==> src/rtl/uart_cmd_pkg.sv <==
// Shared definitions for the UART RX command parser.
// Holds the ASCII constants, the parser state and command-code enums,
// the one-hot mode encodings and the command words the matcher compares
// against. Imported by the matcher and the parser top.
package uart_cmd_pkg;

  localparam logic [7:0] LF      = 8'h0A;
  localparam logic [7:0] CR      = 8'h0D;
  localparam logic [7:0] COLON   = 8'h3A;
  localparam logic [7:0] DIGIT_0 = 8'h30;
  localparam logic [7:0] DIGIT_9 = 8'h39;

  // Longest command ("rate:D"); the matcher only needs this many bytes.
  localparam int CMD_MAX_CHARS = 6;

  // Command words, first character in the most significant byte.
  localparam logic [31:0] WORD_INIT = "init";
  localparam logic [31:0] WORD_NORM = "norm";
  localparam logic [31:0] WORD_CTRL = "ctrl";
  localparam logic [31:0] WORD_RATE = "rate";

  // Mode register bit order: {start_control, normal, initial}.
  localparam logic [2:0] MODE_INIT = 3'b001;
  localparam logic [2:0] MODE_NORM = 3'b010;
  localparam logic [2:0] MODE_CTRL = 3'b100;

  typedef enum logic [1:0] {
    ST_COLLECT,
    ST_EXEC,
    ST_DISCARD
  } parser_state_e;

  typedef enum logic [2:0] {
    CMD_NONE,
    CMD_INIT,
    CMD_NORM,
    CMD_CTRL,
    CMD_RATE,
    CMD_BAD
  } cmd_e;

endpackage

==> src/rtl/uart_rx_cmd_parser_if.sv <==
// Byte stream from the UART RX deserializer into the command parser.
//   iRX_DATA  : received byte (source -> parser)
//   iRX_VALID : one-cycle strobe, iRX_DATA valid (source -> parser)
//   oRX_READY : parser can take a byte (parser -> source)
interface uart_rx_cmd_parser_if;
  logic [7:0] iRX_DATA;
  logic       iRX_VALID;
  logic       oRX_READY;

  modport master (output iRX_DATA, output iRX_VALID, input oRX_READY);
  modport slave  (input iRX_DATA, input iRX_VALID, output oRX_READY);
endinterface

==> src/rtl/uart_cmd_match.sv <==
// Combinational command decoder.
//   cmd_buf    : first CMD_MAX_CHARS stored characters, index 0 first
//   len        : number of valid characters in the line buffer
//   cmd        : decoded command code (NONE for an empty buffer, BAD if no match)
//   rate_digit : the digit of a "rate:D" command
// Matching is exact length and case sensitive.
module uart_cmd_match
  import uart_cmd_pkg::*;
#(
  parameter int LEN_W = 4
) (
  input  logic [CMD_MAX_CHARS-1:0][7:0] cmd_buf,
  input  logic [LEN_W-1:0]              len,
  output cmd_e                          cmd,
  output logic [7:0]                    rate_digit
);

  logic [31:0] word4;

  always_comb begin
    word4      = {cmd_buf[0], cmd_buf[1], cmd_buf[2], cmd_buf[3]};
    rate_digit = cmd_buf[5];
    cmd        = CMD_BAD;
    if (len == '0) begin
      cmd = CMD_NONE;
    end else if (len == LEN_W'(4)) begin
      if (word4 == WORD_INIT)      cmd = CMD_INIT;
      else if (word4 == WORD_NORM) cmd = CMD_NORM;
      else if (word4 == WORD_CTRL) cmd = CMD_CTRL;
    end else if (len == LEN_W'(6)) begin
      if (word4 == WORD_RATE && cmd_buf[4] == COLON &&
          cmd_buf[5] >= DIGIT_0 && cmd_buf[5] <= DIGIT_9)
        cmd = CMD_RATE;
    end
  end

endmodule

==> src/rtl/uart_rx_cmd_parser.sv <==
// UART RX command parser: assembles LF-terminated lines from received
// bytes, decodes them and drives the TX generator's mode levels and rate.
//   clk, reset          : clock, synchronous active-high reset
//   rx (slave)          : received byte stream with ready back-pressure
//   oMODE_*             : one-hot mode levels (initial/normal/start control)
//   oRATE               : ASCII rate digit
//   oCMD_VALID/oCMD_ERR : one-cycle accept / reject pulses
module uart_rx_cmd_parser
  import uart_cmd_pkg::*;
#(
  parameter int         MAX_LEN      = 8,
  parameter logic [7:0] RATE_DEFAULT = 8'h30
) (
  input  logic                 clk,
  input  logic                 reset,
  uart_rx_cmd_parser_if.slave  rx,
  output logic                 oMODE_INITIAL,
  output logic                 oMODE_NORMAL,
  output logic                 oMODE_START_CONTROL,
  output logic [7:0]           oRATE,
  output logic                 oCMD_VALID,
  output logic                 oCMD_ERR
);

  localparam int LEN_W = $clog2(MAX_LEN + 1);

  parser_state_e              state_q, state_d;
  logic [LEN_W-1:0]           len_q, len_d;
  logic [MAX_LEN-1:0][7:0]    cmd_buf_q, cmd_buf_d;
  logic [2:0]                 mode_q, mode_d;
  logic [7:0]                 rate_q, rate_d;
  logic                       valid_q, valid_d;
  logic                       err_q, err_d;
  logic                       ready_q, ready_d;

  logic                       accept;
  cmd_e                       cmd;
  logic [7:0]                 rate_digit;

  uart_cmd_match #(.LEN_W(LEN_W)) u_match (
    .cmd_buf    (cmd_buf_q[CMD_MAX_CHARS-1:0]),
    .len        (len_q),
    .cmd        (cmd),
    .rate_digit (rate_digit)
  );

  assign accept = rx.iRX_VALID && ready_q;

  always_comb begin
    state_d   = state_q;
    len_d     = len_q;
    cmd_buf_d = cmd_buf_q;
    mode_d    = mode_q;
    rate_d    = rate_q;
    valid_d   = 1'b0;
    err_d     = 1'b0;
    unique case (state_q)
      ST_COLLECT: begin
        if (accept && rx.iRX_DATA != CR) begin
          if (rx.iRX_DATA == LF) begin
            if (len_q != '0) state_d = ST_EXEC;
          end else if (len_q < LEN_W'(MAX_LEN)) begin
            // Loop write avoids indexing the buffer with the wider len counter.
            for (int i = 0; i < MAX_LEN; i++)
              if (len_q == LEN_W'(i)) cmd_buf_d[i] = rx.iRX_DATA;
            len_d = len_q + LEN_W'(1);
          end else begin
            state_d = ST_DISCARD;
          end
        end
      end
      ST_DISCARD: begin
        if (accept && rx.iRX_DATA == LF) begin
          err_d   = 1'b1;
          len_d   = '0;
          state_d = ST_COLLECT;
        end
      end
      ST_EXEC: begin
        valid_d = 1'b1;
        unique case (cmd)
          CMD_INIT: mode_d = MODE_INIT;
          CMD_NORM: mode_d = MODE_NORM;
          CMD_CTRL: mode_d = MODE_CTRL;
          CMD_RATE: rate_d = rate_digit;
          default: begin
            valid_d = 1'b0;
            err_d   = 1'b1;
          end
        endcase
        len_d   = '0;
        state_d = ST_COLLECT;
      end
      default: state_d = ST_COLLECT;
    endcase
    // Ready is registered so it is already low during the EXEC cycle.
    ready_d = (state_d != ST_EXEC);
  end

  always_ff @(posedge clk) begin
    if (reset) begin
      state_q   <= ST_COLLECT;
      len_q     <= '0;
      cmd_buf_q <= '0;
      mode_q    <= MODE_INIT;
      rate_q    <= RATE_DEFAULT;
      valid_q   <= 1'b0;
      err_q     <= 1'b0;
      ready_q   <= 1'b1;
    end else begin
      state_q   <= state_d;
      len_q     <= len_d;
      cmd_buf_q <= cmd_buf_d;
      mode_q    <= mode_d;
      rate_q    <= rate_d;
      valid_q   <= valid_d;
      err_q     <= err_d;
      ready_q   <= ready_d;
    end
  end

  assign rx.oRX_READY          = ready_q;
  assign oMODE_INITIAL         = mode_q[0];
  assign oMODE_NORMAL          = mode_q[1];
  assign oMODE_START_CONTROL   = mode_q[2];
  assign oRATE                 = rate_q;
  assign oCMD_VALID            = valid_q;
  assign oCMD_ERR              = err_q;

endmodule

==> src/flat_wrapper.sv <==
// flat-port wrapper written by rule: the top's interface ports become plain ports
module uart_rx_cmd_parser_flat import uart_cmd_pkg::*;
#(
  parameter int         MAX_LEN      = 8,
  parameter logic [7:0] RATE_DEFAULT = 8'h30
)
  (clk, reset, oMODE_INITIAL, oMODE_NORMAL, oMODE_START_CONTROL, oRATE, oCMD_VALID, oCMD_ERR, rx_iRX_DATA, rx_iRX_VALID, rx_oRX_READY);
  uart_rx_cmd_parser_if rx_i ();
  input  logic clk;
  input  logic reset;
  output logic oMODE_INITIAL;
  output logic oMODE_NORMAL;
  output logic oMODE_START_CONTROL;
  output logic [7:0] oRATE;
  output logic oCMD_VALID;
  output logic oCMD_ERR;
  input wire logic [$bits(rx_i.iRX_DATA)-1:0] rx_iRX_DATA;
  input wire logic [$bits(rx_i.iRX_VALID)-1:0] rx_iRX_VALID;
  output wire logic [$bits(rx_i.oRX_READY)-1:0] rx_oRX_READY;
  assign rx_i.iRX_DATA = rx_iRX_DATA;
  assign rx_i.iRX_VALID = rx_iRX_VALID;
  assign rx_oRX_READY = rx_i.oRX_READY;
  uart_rx_cmd_parser #(.MAX_LEN(MAX_LEN), .RATE_DEFAULT(RATE_DEFAULT)) u_core (.clk(clk), .reset(reset), .rx(rx_i), .oMODE_INITIAL(oMODE_INITIAL), .oMODE_NORMAL(oMODE_NORMAL), .oMODE_START_CONTROL(oMODE_START_CONTROL), .oRATE(oRATE), .oCMD_VALID(oCMD_VALID), .oCMD_ERR(oCMD_ERR));
endmodule
==> config.mk <==
export PLATFORM = sky130hd
export DESIGN_NAME = uart_rx_cmd_parser_flat
export DESIGN_NICKNAME = d
export VERILOG_FILES = /design/src/rtl/uart_cmd_pkg.sv /design/src/rtl/uart_rx_cmd_parser_if.sv /design/src/rtl/uart_cmd_match.sv /design/src/rtl/uart_rx_cmd_parser.sv /design/src/flat_wrapper.sv
export SDC_FILE = /design/constraint.sdc
export NUM_CORES = 1
export LEC_CHECK = 0
export ABC_AREA = 1
export CAP_MARGIN = 5
export CORE_MARGIN = 5
export CORE_UTILIZATION = 58
export CTS_BUF_LIST = sky130_fd_sc_hd__clkbuf_8 sky130_fd_sc_hd__clkbuf_16
export DETAILED_ROUTE_END_ITERATION = 8
export HOLD_SLACK_MARGIN = 0.03
export PLACE_DENSITY_LB_ADDON = 0.1
export SYNTH_ARGS = -nofsm -noshare
export SYNTH_HDL_FRONTEND = slang
export SYNTH_SLANG_ARGS = --single-unit
export TNS_END_PERCENT = 5
==> constraint.sdc <==
create_clock -name clk -period 1.8 [get_ports clk]
set_clock_uncertainty 0.1 [all_clocks]
set_input_delay 0.36 -clock clk [delete_from_list [all_inputs] [get_ports clk]]
set_output_delay 0.36 -clock clk [all_outputs]
set_load 0.02 [all_outputs]
* Word-level counts from Yosys, hierarchy flattened
Cells that the tools add are included.
Storage, ports and cells: input bits 11, output and inout port bits 14, flip-flop bits (word level) 68, word-level logic and storage cells 88
Cells by class: multiplexer cells 23, add/sub/neg operators 1, reductions and logical operators 22, equality and inequality tests 24, bitwise operators 2, order comparisons 3
Operators by type and width (count):
- $eq A32 B31 Y1 const B | 4
- $reduce_and A5 Y1 | 7
- $mux W4 | 4
- $mux W3 | 5
- $eq A4 B3 Y1 const B | 3
- $pmux W4 S3 | 1
- $mux W2 | 5
- $pmux W3 S3 | 1
- $eq A4 B2 Y1 const B | 2
- $eq A8 B4 Y1 const B | 1
- $eq A8 B6 Y1 const B | 1
- $ge A8 B6 Y1 const B | 1
- $le A8 B6 Y1 const B | 1
- $ne A2 B1 Y1 const B | 4
- $ne A8 B4 Y1 const B | 1
- $eq A3 B2 Y1 const B | 2
- $logic_and A1 B1 Y1 | 6
- $reduce_bool A3 Y1 | 2
- $mux W1 | 5
- $add A4 B1 Y4 const B | 1
- $eq A4 B1 Y1 const B | 1
- $logic_not A4 Y1 | 1
- $lt A4 B4 Y1 const B | 1
- $pmux W2 S2 | 1
- other kinds (12) | 14

* Depth between registers and ports, before layout
word-level depth 12, depth in mapped cells 12, depth with buffers taken out 12

* Modules after synthesis
From an unflattened synthesis, not the netlist that was laid out.
Second synthesis, totals: cell total of the unflattened synthesis 548, area, all modules 3634.7 um^2
By module, submodules not included:
- uart_rx_cmd_parser | times used 1, area an instance 2980.4 um^2, cells each 399, seq. area each 1361.3 um^2
- uart_cmd_match | times used 1, area an instance 654.4 um^2, cells each 149, seq. area each 0.0 um^2

* Worst setup path before layout
No wires, ideal clock.
kind flip-flop to flip-flop, from register u_core.len_q[0], to register u_core.rate_q[0], in the netlist u_core.oRATE[0], stages on the path, launching flop included 11, path slack 0.151 ns, setup time 0.132 ns, arrival 1.417 ns, path buffers 0, data required time 1.568 ns, period minus slack after synthesis 1.649 ns, cells stage by stage dfxtp_1 inv_1 ha_1 nand2_1 nand2_1 inv_1 nand2_1 nor2_1 nand3_1 nand2_1 a21oi_1
On the way: longest elaborated chain between the ends 6, elaborated cells between the ends (all ways) 8, classes of those cells eq/ne (3); mux (3); reduce/logical (2)
RTL lines:
- from (decl) | RTL line uart_rx_cmd_parser.sv:28 | logic [LEN_W-1:0] len_q, len_d;
- from (signal assigned) | RTL line uart_rx_cmd_parser.sv:112 | len_q <= len_d;
- $eq A4 B3 Y1
- $mux W1 | RTL line uart_cmd_match.sv:30 | end else if (len == LEN_W'(6)) begin
- $mux W3 | RTL line uart_cmd_match.sv:26 | end else if (len == LEN_W'(4)) begin
- $mux W3 (*) | RTL line uart_cmd_match.sv:24 | if (len == '0) begin
- $eq A3 B3 Y1 (*) | RTL line uart_rx_cmd_parser.sv:81 | unique case (cmd)
- $reduce_and A2 Y1 (no source line) (*)
- to (signal assigned) | RTL line uart_rx_cmd_parser.sv:115 | rate_q <= rate_d;
- to (decl) | RTL line uart_rx_cmd_parser.sv:31 | logic [7:0] rate_q, rate_d;
Every way passes the cells marked *; elsewhere a longest branch is shown, timed or not. A chain may end at the register's enable or synchronous reset.

* Worst setup path after layout
from register u_core.ready_q, in the netlist u_core.rx.oRX_READY, to output port rx_oRX_READY
RTL lines:
- from (decl) | RTL line uart_rx_cmd_parser.sv:34 | logic ready_q, ready_d;
- from (signal assigned) | RTL line uart_rx_cmd_parser.sv:118 | ready_q <= ready_d;
- to (decl) | RTL line flat_wrapper.sv:19 | output wire logic [$bits(rx_i.oRX_READY)-1:0] rx_oRX_READY;
No word-level cell between the ends.

==> results_dict.tcl <==
set metrics [dict create \
    post-route-period-util 0.970 \
    die_y_um 85.7 \
    start_util 0.600 \
    slew_headroom 0.752 \
    crit_fanout 2 \
    area_growth_syn_to_layout_pct 29.5 \
    synthTopCellsByArea "dfxtp_1 (41%), nor2_1 (13%), nand2_1 (13%)" \
    drtAntennaViolNets 0 \
    first_iter_violations 305 \
    antenna_found_initial 0 \
    pre_cts_slack_ps -432 \
    synth_area_um2 3330 \
    tightest_slew_ps 371 \
    layout-drive-gt1-share 0.191 \
    grt_usage 0.262 \
    crit_type "reg2out" \
    path_depth 1 \
    setup_viol 0 \
    syn_inst 486 \
    clock.fmax_mhz 573 \
    grt_use_met3 0.0557 \
    cp-start-kind "flop" \
    cp_top_family "buffers and inverters" \
    diodes 0 \
    clkLatencyLatePin_ps 350 \
    dpl.hpwl_mm 6.16 \
    period_minus_slack_ps 1750 \
    grt_pass1_wl_mm 15.3 \
    portBuffers 24 \
    firstDrtPassIters 5 \
    die_w_um 85.7 \
    drv_slew 0 \
    dp.cells 606 \
    globalRoute.totalOverflow 0 \
    avgSynthCellArea_um2 6.84 \
    num_rows 27 \
    die-area_um2 7350 \
    setup_ws_ps 54.3 \
    nNetsFinal 571 \
    leakagePower_uw 0.00184 \
    crit_buf_inv 1 \
    cts_made_buffers 9 \
    synth_top_area_cell "dfxtp_1" \
    critPathSlowestCell "clkdlybuf4s50_1" \
    grt.busiest_layer "met2" \
    grt_use_met1 0.325 \
    synth.distinct_cells 32 \
    finalNonFillerCells 628 \
    yosys_warnings 0 \
    synth_seq_cells 68 \
    io_pins 25 \
    pwr_density_cell_nw_per_um2 753 \
    ys_seq_area_frac 0.409 \
    totalWireLength_mm 9.07 \
    hp-class "reg2reg" \
    worstSetupEndpointType "output pin" \
    grt_max_degree 54 \
    required_ps 1340 \
    outcome "completed" \
    grt_pass1_vias 3274 \
    synth_top_area_frac 0.409 \
    path_cells "clkdlybuf4s50_1" \
    hold_path_depth 2 \
    rr_worst_depth 10 \
    ctsLongestPathBuffers 2 \
    cap_viol_max_count 0 \
    vias 3374 \
    slowest_delay_ps 610 \
    grtUsageMet2 0.442 \
    root_buffer "clkbuf_8" \
    gp_congestion 0.893 \
    cts.clk_slew.worst_paths_ps 70 \
    routedWlPerCell_um 14.4 \
    worst_ir_drop_vdd_uv 762 \
    utilization 0.777 \
    drc 0 \
    hold_viol 0 \
    core_um2 5540 \
    rsz0062_at_grt "yes" \
    syn-num-nets 505 \
    critical_path_arrival_ps 1290 \
    cts_tree "done" \
    h-tree-depth 3 \
    via_per_inst 5.37 \
    cts_num_sinks 68 \
]
-- registers in the layout (all words and copies together), names as in the netlist --
signal,flops
u_core.cmd_buf_q,48
u_core.len_q,4
u_core.mode_q,3
u_core.oCMD_ERR,1
u_core.oCMD_VALID,1
u_core.oRATE,8
u_core.rx.oRX_READY,1
u_core.state_q,2
-- power by group --
part | total, uW | switching (uW) | leakage (uW) | internal, uW
Combinational | 513 | 309 | 0.00119 | 204
Clock | 1100 | 551 | 0.0000976 | 553
Sequential | 1620 | 53.8 | 0.000552 | 1570
-- timing repair --
item,4_1_cts,5_1_grt
endpoints found under the setup margin,15,33
hold buffers,0,0
pin swaps,6,3
setup buffers,4,0
cloned,3,0
gates resized for setup,40,19
-- routing by layer --
metal / vias up / share of wire
li1: 1664 / -
met1: 1527 / 0.43
met2: 155 / 0.47
met3: 28 / 0.073
met4: 0 / 0.029
met5: - / 0
-- through the flow --
| stage | cell area [um^2] | TNS, ps | total power [uW] | hold WS, ps |
|---|---|---|---|---|
| finish | 4310 | 0 | 3240 | 342 |
| global route | 4310 | 0 | 3400 | 372 |
| CTS | 4260 | 0 | 3220 | 345 |
| detailed placement | 3880 | -17180 | 2090 | 333 |
| global placement | 3880 | -14140 | 2080 | 327 |
| floorplan | 3330 | 0 | 1930 | 329 |
-- cells in the final DEF (no fill, tap or decap), drive strengths merged, types with 2 or more instances in the layout --
cell,Yosys,routed
clkinv,1,3
nand3b,2,2
buf,7,42
nor3,19,19
nand4,5,5
dlymetal6s2s,0,3
ha,8,8
nor2,124,125
and2,2,2
clkbuf,5,11
inv,50,52
dlygate4sd2,0,8
a21oi,19,19
o21ai,44,44
nand2,111,111
dfxtp,68,68
clkdlybuf4s50,0,13
nand3,17,17
-- synth_stat cells --
cell and number:
nor2_1 114, nand2_1 111, dfxtp_1 68, inv_1 48, o21ai_0 42, a21oi_1 18
nor3_1 18, nand3_1 16, ha_1 8, clkbuf_1 5, nand4_1 4, nor2_2 4
buf_6 3, nor2_4 3, nor2_8 3, and2_1 2, buf_2 2, nand3b_1 2
o21ai_1 2, a21oi_4 1, and3_1 1, buf_1 1, buf_12 1, clkinv_1 1
inv_2 1, inv_4 1, nand3_4 1, nand4_2 1, nor3_2 1, o31ai_1 1
xnor2_1 1, xor2_1 1
-- final timing paths --
check | to | slack, ps | startpoint
setup / recovery | rx_oRX_READY | 50 | u_core.rx.oRX_READY
hold / removal | u_core.oRATE[6] | 340 | u_core.oRATE[6]
setup reg to reg | u_core.oRATE[3] | 110 | u_core.len_q[2]
hold reg to reg | u_core.oRATE[6] | 340 | u_core.oRATE[6]
-- worst register-to-register path, cell delays in order, from the launching register on --
cell and delay (ps):
dfxtp_1 330, inv_1 50, nor2_2 190, nand2_1 110, nor3_1 170, nand2_1 90, nor2_2 150, nand2_2 120
nor2_4 130, nand2_1 70, a21oi_1 110
-- cell families (layout without fill, tap and decap cells) --
family,count (synthesis),count (layout),synth area share
buffers and inverters,63,132,0.0843
and+or+nand+nor,281,282,0.371
xor gates and xnor gates,2,2,0.00527
adders and majority gates,8,8,0.0301
AOI/OAI and AO/OA,64,64,0.100
DFF,68,68,0.409
-- cell type report --
cell class / count / area (um^2)
clock inverter: 4 / 17.5
sequential: 68 / 1360
inverter: 51 / 194
timing repair buffer: 66 / 658
fill: 422 / 1230
multi-input combinational: 356 / 1830
clock buffer: 11 / 151
tap: 72 / 90.1
(Power assumes the default switching activity.)
